**src/rtl/uart_denetleyici.sv**
```systemverilog
// Register-mapped UART channel controller: baud divisor, RX/TX gating,
// RX byte FIFO and TX FIFO sequenced to the transmitter over valid/ready.
module uart_denetleyici #(
   parameter int          FIFO_DERINLIK  = 8,
   parameter logic [15:0] BAUD_DIV_RESET = 16'd868
) (
   input  logic        clk_i,
   input  logic        rstn_i,
   input  logic        istek_gecerli_i,
   input  logic        istek_yaz_i,
   input  logic [2:0]  istek_adres_i,
   input  logic [31:0] istek_veri_i,
   output logic        yanit_gecerli_o,
   output logic [31:0] yanit_veri_o,
   output logic [15:0] baud_div_o,
   input  logic [7:0]  alinan_veri_i,
   input  logic        alinan_gecerli_i,
   output logic [7:0]  gonder_veri_o,
   output logic        gonder_gecerli_o,
   input  logic        gonder_hazir_i
);
   localparam int AW = $clog2(FIFO_DERINLIK);
   localparam int CW = AW + 1;
   localparam logic [CW-1:0] DOLU = CW'(FIFO_DERINLIK);

   typedef enum logic {BOSTA, GONDER} tx_durum_t;

   tx_durum_t   r_durum, w_durum_sonraki;
   logic [1:0]  r_ctrl;
   logic [15:0] r_baud;
   logic        r_rx_ovf, r_tx_ovf;
   logic        r_yanit_gecerli;
   logic [31:0] r_yanit_veri;
   logic [7:0]  r_gonder_veri;

   logic [7:0]    r_rx_mem [FIFO_DERINLIK];
   logic [AW-1:0] r_rx_rd, r_rx_wr;
   logic [CW-1:0] r_rx_say;
   logic [7:0]    r_tx_mem [FIFO_DERINLIK];
   logic [AW-1:0] r_tx_rd, r_tx_wr;
   logic [CW-1:0] r_tx_say;

   logic        w_yaz, w_oku;
   logic        w_rx_bos, w_rx_dolu, w_tx_bos, w_tx_dolu;
   logic        w_rx_pop, w_rx_ist, w_rx_push, w_rx_ovf_set;
   logic        w_tx_pop, w_tx_ist, w_tx_push, w_tx_ovf_set;
   logic        w_tx_yukle;
   logic [5:0]  w_durum_reg;
   logic [31:0] w_okuma_veri;
   logic        w_unused;

   assign w_unused  = ^istek_veri_i[31:16];
   assign w_yaz     = istek_gecerli_i & istek_yaz_i;
   assign w_oku     = istek_gecerli_i & ~istek_yaz_i;
   assign w_rx_bos  = (r_rx_say == '0);
   assign w_rx_dolu = (r_rx_say == DOLU);
   assign w_tx_bos  = (r_tx_say == '0);
   assign w_tx_dolu = (r_tx_say == DOLU);

   // A same-cycle pop frees a slot, so a push into a full FIFO still lands
   assign w_rx_pop     = w_oku && (istek_adres_i == 3'd2) && !w_rx_bos;
   assign w_rx_ist     = alinan_gecerli_i && r_ctrl[0];
   assign w_rx_push    = w_rx_ist && (!w_rx_dolu || w_rx_pop);
   assign w_rx_ovf_set = w_rx_ist && w_rx_dolu && !w_rx_pop;
   assign w_tx_ist     = w_yaz && (istek_adres_i == 3'd3);
   assign w_tx_push    = w_tx_ist && (!w_tx_dolu || w_tx_pop);
   assign w_tx_ovf_set = w_tx_ist && w_tx_dolu && !w_tx_pop;

   assign w_durum_reg = {r_tx_ovf, r_rx_ovf, w_tx_dolu,
                         w_tx_bos, w_rx_dolu, w_rx_bos};

   always_comb begin
      w_okuma_veri = '0;
      case (istek_adres_i)
         3'd0:    w_okuma_veri = {30'd0, r_ctrl};
         3'd1:    w_okuma_veri = {26'd0, w_durum_reg};
         3'd2:    w_okuma_veri = w_rx_bos ? 32'd0 : {24'd0, r_rx_mem[r_rx_rd]};
         3'd4:    w_okuma_veri = {16'd0, r_baud};
         default: w_okuma_veri = '0;
      endcase
   end

   always_comb begin
      w_durum_sonraki = r_durum;
      w_tx_pop        = 1'b0;
      w_tx_yukle      = 1'b0;
      unique case (r_durum)
         BOSTA: begin
            if (r_ctrl[1] && !w_tx_bos) begin
               w_durum_sonraki = GONDER;
               w_tx_yukle      = 1'b1;
            end
         end
         GONDER: begin
            if (gonder_hazir_i) begin
               w_durum_sonraki = BOSTA;
               w_tx_pop        = 1'b1;
            end
         end
      endcase
   end

   always_ff @(posedge clk_i or negedge rstn_i) begin
      if (!rstn_i) begin
         r_durum         <= BOSTA;
         r_ctrl          <= '0;
         r_baud          <= BAUD_DIV_RESET;
         r_rx_ovf        <= 1'b0;
         r_tx_ovf        <= 1'b0;
         r_yanit_gecerli <= 1'b0;
         r_yanit_veri    <= '0;
         r_gonder_veri   <= '0;
      end else begin
         r_durum         <= w_durum_sonraki;
         r_yanit_gecerli <= w_oku;
         r_yanit_veri    <= w_oku ? w_okuma_veri : 32'd0;
         if (w_tx_yukle) r_gonder_veri <= r_tx_mem[r_tx_rd];
         if (w_yaz && istek_adres_i == 3'd0) r_ctrl <= istek_veri_i[1:0];
         if (w_yaz && istek_adres_i == 3'd4)
            r_baud <= (istek_veri_i[15:0] < 16'd20) ? 16'd20 : istek_veri_i[15:0];
         // Clear first so a same-cycle overflow wins over W1C
         if (w_yaz && istek_adres_i == 3'd1 && istek_veri_i[4]) r_rx_ovf <= 1'b0;
         if (w_yaz && istek_adres_i == 3'd1 && istek_veri_i[5]) r_tx_ovf <= 1'b0;
         if (w_rx_ovf_set) r_rx_ovf <= 1'b1;
         if (w_tx_ovf_set) r_tx_ovf <= 1'b1;
      end
   end

   always_ff @(posedge clk_i or negedge rstn_i) begin
      if (!rstn_i) begin
         for (int i = 0; i < FIFO_DERINLIK; i++) r_rx_mem[i] <= '0;
         r_rx_rd  <= '0;
         r_rx_wr  <= '0;
         r_rx_say <= '0;
      end else begin
         if (w_rx_push) begin
            r_rx_mem[r_rx_wr] <= alinan_veri_i;
            r_rx_wr           <= r_rx_wr + 1'b1;
         end
         if (w_rx_pop) r_rx_rd <= r_rx_rd + 1'b1;
         if (w_rx_push && !w_rx_pop) r_rx_say <= r_rx_say + 1'b1;
         else if (!w_rx_push && w_rx_pop) r_rx_say <= r_rx_say - 1'b1;
      end
   end

   always_ff @(posedge clk_i or negedge rstn_i) begin
      if (!rstn_i) begin
         for (int i = 0; i < FIFO_DERINLIK; i++) r_tx_mem[i] <= '0;
         r_tx_rd  <= '0;
         r_tx_wr  <= '0;
         r_tx_say <= '0;
      end else begin
         if (w_tx_push) begin
            r_tx_mem[r_tx_wr] <= istek_veri_i[7:0];
            r_tx_wr           <= r_tx_wr + 1'b1;
         end
         if (w_tx_pop) r_tx_rd <= r_tx_rd + 1'b1;
         if (w_tx_push && !w_tx_pop) r_tx_say <= r_tx_say + 1'b1;
         else if (!w_tx_push && w_tx_pop) r_tx_say <= r_tx_say - 1'b1;
      end
   end

   assign yanit_gecerli_o  = r_yanit_gecerli;
   assign yanit_veri_o     = r_yanit_veri;
   assign baud_div_o       = r_baud;
   assign gonder_veri_o    = r_gonder_veri;
   assign gonder_gecerli_o = (r_durum == GONDER);

endmodule

```
**config.mk**
```make
export PLATFORM = sky130hd
export DESIGN_NAME = uart_denetleyici
export DESIGN_NICKNAME = d
export VERILOG_FILES = /design/src/rtl/uart_denetleyici.sv
export SDC_FILE = /design/constraint.sdc
export NUM_CORES = 1
export LEC_CHECK = 0
export CAP_MARGIN = 30
export CORE_ASPECT_RATIO = 2
export CORE_UTILIZATION = 52
export CTS_BUF_LIST = sky130_fd_sc_hd__clkbuf_4 sky130_fd_sc_hd__clkbuf_8
export DETAILED_ROUTE_END_ITERATION = 10
export GPL_ROUTABILITY_DRIVEN = 0
export PLACE_DENSITY = 0.79
export SYNTH_ARGS = -nofsm -noshare
export SYNTH_HDL_FRONTEND = slang
export SYNTH_SLANG_ARGS = --single-unit
```
**constraint.sdc**
```tcl
create_clock -name clk_i -period 2.4 [get_ports clk_i]
set_input_delay 0.36 -clock clk_i [delete_from_list [all_inputs] [get_ports clk_i]]
set_output_delay 0.36 -clock clk_i [all_outputs]
set_load 0.01 [all_outputs]
```
==> results of run 1 <==
## final cells by class
| class | instances | share of cell area, % |
|---|---|---|
| diodes | 3 | 0.06916 |
| clock buffers | 18 | 2.282 |
| clock inverters | 13 | 1.083 |
| inverters | 10 | 0.3688 |
| multi-input cells | 379 | 36.03 |
| flip-flops and latches | 194 | 44.81 |
| well taps | 207 | 2.386 |
| repair buffers | 139 | 12.97 |
## synth_stat cells (all sizes together), types with 7 or more instances
master / count / share of area (%)
dfrtp: 189 / 53
mux2: 146 / 18
buf: 33 / 2.5
mux4: 32 / 8.0
nand2: 29 / 1.3
clkbuf: 21 / 0.88
mux2i: 20 / 2.2
o21ai: 18 / 1.0
nor3: 12 / 0.96
and3: 11 / 0.77
ha: 10 / 1.4
inv: 10 / 0.42
xnor2: 10 / 0.98
nor4: 7 / 1.2
## power by group
group / total [mW] / internal, mW / switching (mW)
Combinational: 3.48 / 2.04 / 1.45
Clock: 1.99 / 0.777 / 1.21
Sequential: 4.97 / 4.18 / 0.793
Total: 10.4 / 6.99 / 3.45
## flip-flops by register name (all words and copies together), names as in the netlist, 4 cells and up
name and flops:
r_rx_mem 64, r_tx_mem 64, baud_div_o 16, yanit_veri_o 16, gonder_veri_o 8, r_rx_say 4, r_tx_say 4
## timing repair
action                                  4_1_cts  5_1_grt
gates resized for setup                       0       10
endpoints found under the setup margin        0        2
hold endpoints to repair                     51        0
hold buffers                                  1        0
setup buffers                                 0        1
## cells by family (layout without fill, tap and decap cells)
| family | after synthesis | after routing | synth area share [%] |
|---|---|---|---|
| buffers and inverters | 64 | 180 | 3.749 |
| other | 1 | 19 | 0.04177 |
| and+or+nand+nor | 91 | 91 | 6.773 |
| DFF | 194 | 194 | 54.14 |
| adders and majority gates | 12 | 12 | 1.839 |
| xor gates and xnor gates | 12 | 12 | 1.171 |
| muxes | 198 | 198 | 28.61 |
| AOI/OAI and AO/OA | 50 | 50 | 3.679 |
## routing by layer
metal | wire length, um | track usage, % | up-vias | share of wire, %
met4 | 953 | 13.75 | 0 | 4.7
met5 | 0 | 0 | - | 0
met2 | 11480 | 44.63 | 164 | 56
li1 | - | - | 2485 | -
met3 | 835 | 4.501 | 57 | 4.1
met1 | 7151 | 27.31 | 2991 | 35
## metrics by stage
| step | worst slack, ps | setup TNS, ps | instances | util [%] |
|---|---|---|---|---|
| final | 78.03 | 0 | 963 | 64.42 |
| after global routing | 4.094 | 0 | 961 | 64.39 |
| after CTS | 13.96 | 0 | 959 | 64.16 |
| after detailed placement | -445.9 | -24240 | 927 | 61.93 |
| after global placement | -350.2 | -17970 | 927 | 61.93 |
| after floorplan | -10.58 | -10.58 | 637 | - |
## worst paths after layout
check | endpoint | from | depth (start not counted) | slack [ps]
max reg2reg | r_rx_say[3] | r_rx_say[0] | 10 | 80
min reg2reg | gonder_veri_o[0] | gonder_veri_o[0] | 2 | 490
min in group asynchronous | r_tx_mem[12] | rstn_i | 2 | 440
max | r_rx_say[3] | r_rx_say[0] | 10 | 80
min | yanit_gecerli_o | istek_gecerli_i | 2 | 260
max in group asynchronous | baud_div_o[9] | rstn_i | 3 | 1250
## critical path: stages (launching register included)
cell     delay (ps)
dfrtp_2         480
nor4b_1         330
buf_4           180
o22ai_2          90
ha_4            180
inv_4            80
ha_4            190
a21o_1          190
a21oi_2         170
mux2i_1         200
o31ai_1         100
==> results.md, run 1 <==
- Final WL: around 20 mm
- Max capacitance violation total: 0
- Crit path time final: 2322 ps
- Sequential Area: 4865 sq um
- DRT Pass-1 Iters: 4
- Clock tree buffer depth: 2
- Async set-or-reset flop fraction in the synthesized netlist: 100.0%
- Initial Utilization: a little over half
- Most frequent cells in the layout: dfrtp_1, mux2_2, clkdlybuf4s50_1
- Global route overflow: 0
- Setup violations, final: 0
- Status: completed
- Die Y: 187.8 um
- CTS buffer count: 17
- Core area: between 15000 and 20000 sq um
- First-pass GRT wire length: between 30 and 40 mm
- Leading cell type in the layout, fill and taps excluded: dfrtp_1
- Yosys cell types: between 50 and 60
- Vias in the first global route: ~6300
- Worst Path Required: between 2000 and 3000 ps
- Antenna violations before repair: 2
- H-tree depth: 4
- Peak supply drop: roughly 620 uV
- Worst Max-Slew Pin Slew: between 800 and 900 ps
- Worst-path fanout max: 5
- Site Rows: 67
- Total track usage: around 25%
- Synthesized netlist cell count: 622
- LEAKAGE: 4.932 nW
- Critical path endpoint category: register
- Worst setup SP type: register
- Post-layout instance area: around 11000 sq um
- Via count: ~5700
- Final hold violations: 0
- Number of warning messages in the yosys log: 0
- Synth Area per Inst: between 10 and 15 sq um
- Layout fillers: between 1000 and 1500
- RSZ-0062 raised after global routing: false
- Worst Setup Path Type: reg -> reg
- Cell Area, Synth: approximately 9000 sq um
- Clk_lat worst skew: between 400 and 500 ps
- Largest net degree at the start of global routing: 61
- Final Max Tran Viols: 0
- CTS tree: done
- Placed Area: about 10000 sq um
- WHS: 263.4 ps
- WP data arrival: 2650 ps
- Via density: 5.916
- Setup Skew: between 15 and 20 ps
- Die footprint: 17830 sq um
- Clk pin slew, worst setup/hold paths: 100 ps
- I/O pins: between 100 and 150
- Pwr per Cell Area: between 900 and 1000 nW/um^2
- Final nets: ~800
- Layout area overhead: 20.90%
- Root buf cell: clkbuf_8
- Drt wl/cell: 21.20 um
- Final period util: 96.75%
- Initial drt markers: around 280
- Antenna viol nets, final: 0
- Port bufs: 74
- Post-synth EDFFs: 0
- Fmax: 430.7 MHz
- HP Class: in -> reg
- Tot Pwr: approximately 10 mW
- Share of cells above drive strength 1: around two fifths
- Hpwl dp: 15.31 mm
- Top FF cell, synth: dfrtp_1
- Slew headroom: about two fifths
- Die X-Extent: approximately 95 um
- Register bit count reported by yosys: approximately 190
- Clock sink count: 194
- Post-synthesis sequential area ratio: between 50% and 60%
- Residual DRC: 0
- Footprint of the multi-input gates: 3911 sq um
Power figures use the tool's default switching activity.
==> inputs of run 2 (changes only) <==
--- a/config.mk
+++ b/config.mk
@@ -9,6 +9,7 @@
 export CORE_ASPECT_RATIO = 2
 export CORE_UTILIZATION = 52
 export CTS_BUF_LIST = sky130_fd_sc_hd__clkbuf_4 sky130_fd_sc_hd__clkbuf_8
+export CTS_CLUSTER_SIZE = 30
 export DETAILED_ROUTE_END_ITERATION = 10
 export GPL_ROUTABILITY_DRIVEN = 0
 export PLACE_DENSITY = 0.79
==> results of run 2 <==
No change in the layout: final DEF, timing and power equal those of run 1.
==> patch 1: new RTL, flow settings as in run 1 <==
Register the input `istek_veri_i` before use, with the module's reset. The logic sees it one clock later. The other inputs are not delayed to match.
--- a/src/rtl/uart_denetleyici.sv
+++ b/src/rtl/uart_denetleyici.sv
@@ -25,6 +25,16 @@
 
    typedef enum logic {BOSTA, GONDER} tx_durum_t;
 
+   logic [31:0] istek_veri_q;
+
+   always_ff @(posedge clk_i or negedge rstn_i) begin
+      if (!rstn_i) begin
+         istek_veri_q <= '0;
+      end else begin
+         istek_veri_q <= istek_veri_i;
+      end
+   end
+
    tx_durum_t   r_durum, w_durum_sonraki;
    logic [1:0]  r_ctrl;
    logic [15:0] r_baud;
@@ -49,7 +59,7 @@
    logic [31:0] w_okuma_veri;
    logic        w_unused;
 
-   assign w_unused  = ^istek_veri_i[31:16];
+   assign w_unused  = ^istek_veri_q[31:16];
    assign w_yaz     = istek_gecerli_i & istek_yaz_i;
    assign w_oku     = istek_gecerli_i & ~istek_yaz_i;
    assign w_rx_bos  = (r_rx_say == '0);
@@ -115,12 +125,12 @@
          r_yanit_gecerli <= w_oku;
          r_yanit_veri    <= w_oku ? w_okuma_veri : 32'd0;
          if (w_tx_yukle) r_gonder_veri <= r_tx_mem[r_tx_rd];
-         if (w_yaz && istek_adres_i == 3'd0) r_ctrl <= istek_veri_i[1:0];
+         if (w_yaz && istek_adres_i == 3'd0) r_ctrl <= istek_veri_q[1:0];
          if (w_yaz && istek_adres_i == 3'd4)
-            r_baud <= (istek_veri_i[15:0] < 16'd20) ? 16'd20 : istek_veri_i[15:0];
+            r_baud <= (istek_veri_q[15:0] < 16'd20) ? 16'd20 : istek_veri_q[15:0];
          // Clear first so a same-cycle overflow wins over W1C
-         if (w_yaz && istek_adres_i == 3'd1 && istek_veri_i[4]) r_rx_ovf <= 1'b0;
-         if (w_yaz && istek_adres_i == 3'd1 && istek_veri_i[5]) r_tx_ovf <= 1'b0;
+         if (w_yaz && istek_adres_i == 3'd1 && istek_veri_q[4]) r_rx_ovf <= 1'b0;
+         if (w_yaz && istek_adres_i == 3'd1 && istek_veri_q[5]) r_tx_ovf <= 1'b0;
          if (w_rx_ovf_set) r_rx_ovf <= 1'b1;
          if (w_tx_ovf_set) r_tx_ovf <= 1'b1;
       end
@@ -151,7 +161,7 @@
          r_tx_say <= '0;
       end else begin
          if (w_tx_push) begin
-            r_tx_mem[r_tx_wr] <= istek_veri_i[7:0];
+            r_tx_mem[r_tx_wr] <= istek_veri_q[7:0];
             r_tx_wr           <= r_tx_wr + 1'b1;
          end
          if (w_tx_pop) r_tx_rd <= r_tx_rd + 1'b1;
Formal check against the unedited RTL: not equivalent (Yosys sat finds a counterexample within 4 cycles, from zero or initial values and one cycle with rstn_i low).
==> patch 1 against run 1 <==
Critical path depth unchanged; final area is 5.6% higher; synthesized area rose by 4.4%; fmax down 0.89%; routed wire length up 4.1%; die area increased by 4.3%; sequential cell count up 16; largest power group unchanged; total power grew 13%; setup slack worse by 21 ps; largest cell class unchanged; critical endpoint is now r_tx_say[3].
==> patch 1: results (changes against run 1) <==
run status complete, no violations; DP Worst Slack -436 ps (+9.62 ps); Synth Area in XOR/XNOR 0.0112 (-0.000489); DP HPWL 15.8 mm (+3.0%); Non-Filler Instances 1020 (+5.9%); hold path start istek_veri_i[11]; clk_lat worst skew 550 ps (+80 ps); total power 11.8 mW (+13%); Critical Path Fanout Max 3 (-2); deepest clock path buffer count 3 (+1); GRT met2 Usage 0.459 (+0.0125); CP startpoint r_tx_say[1]; Setup Skew 9.42 ps (-6.82 ps); Compound-Gate Fraction of Synth Area 0.0358 (-0.00100); Comb pwr share 0.306 (-0.027); Static Leak 5.24 nW (+6.3%); largest net degree at the start of global routing 71 (+16%); Crit path largest cell delay 420 ps (-60 ps); first-pass GRT wire length 34.3 mm (+3.7%); n_diodes 0 (-3); sw frac 0.304 (-0.0263); Starting DRT DRC Count 271 (-4.2%); Max-slew headroom 0.354 (-0.0466); DR WL met3 815 um (-2.4%); CP arrival 2770 ps (+120 ps); hold depth 1 (-1); Global Route Usage Sum 0.236 (-0.0144); vias in the first global route 6567 (+3.8%); Hold Slack 250 ps (-13.2 ps); Placed Area 10800 um^2 (+3.2%); peak supply drop 0.867 mV (+40%); htree depth 1 (-3); initial antenna violation count 0 (-2); Adder-Cell Fraction of Synth Area 0.0176 (-0.000769); layout cells sized above 1 0.393 (-0.0136); mux contribution to synthesized area 0.261 (-0.0256); post-CTS sizing 1 (+1); Final #Nets 850 (+6.0%); WL met2 12.0 mm (+4.9%); synthesized instance count 658 (+5.8%); Filler Cell Count 1264 (+2.0%); CTS buffer count 29 (+12); final setup margin 57.3 ps (-20.7 ps); RR Endpoint r_tx_say[3]; dpl cells 967 (+4.3%)
==> patch 1: cell count changes after synthesis, moves of 3 or more <==
cell / run 1 / this run
nand2b_1: 1 / 4
dfrtp_1: 189 / 205
o21ai_0: 18 / 8
buf_1: 8 / 4
a21oi_1: 5 / 11
nand2_1: 27 / 53
nor3_2: 3 / 0
mux2_2: 145 / 134
nor4_4: 4 / 0
nor2_1: 4 / 13
inv_1: 10 / 7
and2_1: 1 / 10
and3_1: 11 / 0
==> patch 1: final cells by class <==
class	instances	area, um^2	share of cell area
sequential	210	5270	0.459
clock buffer	44	556	0.0485
inverter	8	32.5	0.00284
multi-input combinational	403	3950	0.344
clock inverter	5	50.0	0.00437
timing repair buffer	137	1350	0.117
tap	213	267	0.0232
==> patch 1: worst register-to-register path, cell delays in order (launching register included) <==
cell       delay [ps]
dfrtp_1           420
nor4b_4           340
nand2_1           140
nand3_2           100
inv_1              70
ha_4              170
inv_2              70
ha_1              240
a21o_1            210
a2111oi_2         370
o31ai_1           100
==> patch 2: new RTL, config.mk and constraints of run 1 <==
Made on the original files. Change the parameter `FIFO_DERINLIK` from 8 to 32.
--- a/src/rtl/uart_denetleyici.sv
+++ b/src/rtl/uart_denetleyici.sv
@@ -1,7 +1,7 @@
 // Register-mapped UART channel controller: baud divisor, RX/TX gating,
 // RX byte FIFO and TX FIFO sequenced to the transmitter over valid/ready.
 module uart_denetleyici #(
-   parameter int          FIFO_DERINLIK  = 8,
+   parameter int          FIFO_DERINLIK  = 32,
    parameter logic [15:0] BAUD_DIV_RESET = 16'd868
 ) (
    input  logic        clk_i,
Formal check against the unedited RTL: no difference found for any inputs over 4 cycles, from zero or initial values and one cycle with rstn_i low; that may be too few to reach the edited logic, so the function may still have changed.
==> patch 2 against run 1 <==
The flow now finishes with violations (setup timing); synthesized area increased to 3.0 times the old value; largest power group unchanged; sequential cell count rose by 396; final cell count grew to 2.9 times the old value; critical endpoint is now r_rx_say[5]; highest routed layer unchanged; total power rose to 3.0 times the old value; setup slack got worse by 360 ps; routed wire length increased to 3.4 times the old value; sequential share of layout area rose by 1.1 points; final area grew to 3.0 times the old value.
==> patch 2: results (changes against run 1) <==
setup violators final 5 (+5); final setup margin -280 ps (-358 ps); peak supply drop 0.707 mV (+14%); layout cells sized above 1 0.497 (+0.0906); run status finished, violations left; Critical Path End r_rx_say[5]; DP HPWL 49.9 mm (+230%); GRT met2 Usage 0.491 (+0.0448); Signal buffers 288 (+110%); Seq/total area 0.460 (+0.0114); Setup Skew 55.0 ps (+38.7 ps); routed vias/inst 6.02 (+1.7%); DR WL met3 2.75 mm (+230%); vias in the first global route 18820 (+200%); Adder-Cell Fraction of Synth Area 0.0107 (-0.00772); htree depth 3 (-1); sequential area share after synthesis 0.543 (+0.00170); synth top area cells dfrtp_1 (54%), mux2_2 (22%), mux4_2 (9.6%); reg2reg start r_rx_say[3]; number of ordinary inverters in the final layout 16 (+6); multi-input gates 1120 (+200%); violated checks setup timing; Setup Buffers After CTS 6 (+6); sw frac 0.311 (-0.0194); Largest regs r_rx_mem x256, r_tx_mem x256; Worst-path clk slew 70 ps (-30 ps); post-CTS sizing 8 (+8); GR Layer Usage met3 0.0391 (-0.00587); NonClk Buf Share 0.0829 (-0.0468); Filler Cell Count 3818 (+210%); Compound-Gate Fraction of Synth Area 0.0310 (-0.00583); Clock buf/inv share 0.0586 (+0.0250)
## patch 2: through the flow
stage	cells	total power, mW	hold slack, ps	TNS [ps]	area, um^2
6_report	2822	31.1	248	-621	32200
3_3_place_gp	2663	21.8	339	-102540	30100
5_1_grt	2822	32.4	224	-1080	32200
2_1_floorplan	1871	18.4	64.4	-765	27400
3_5_place_dp	2663	22.2	345	-117930	30100
4_1_cts	2817	31.2	196	-369	32100
## patch 2: worst max-delay path, stage by stage, from the launching register on
cell and delay (ps):
dfrtp_1 410, nor4_4 350, nor3b_4 310, nor2b_1 100, inv_1 130, ha_4 180, inv_6 60, ha_4 260
a21o_1 110, a21oi_2 60, or4_4 420, nand3_2 80, xor2_1 140
## patch 2: power groups by stage
stage	Clock [mW]	Sequential [mW]	Combinational (mW)
floorplan	0	12.5	5.91
global placement	0	12.9	8.95
detailed placement	0	13.0	9.21
CTS	8.94	12.9	9.33
global route	9.33	13.1	10.0
finish	8.77	12.9	9.40
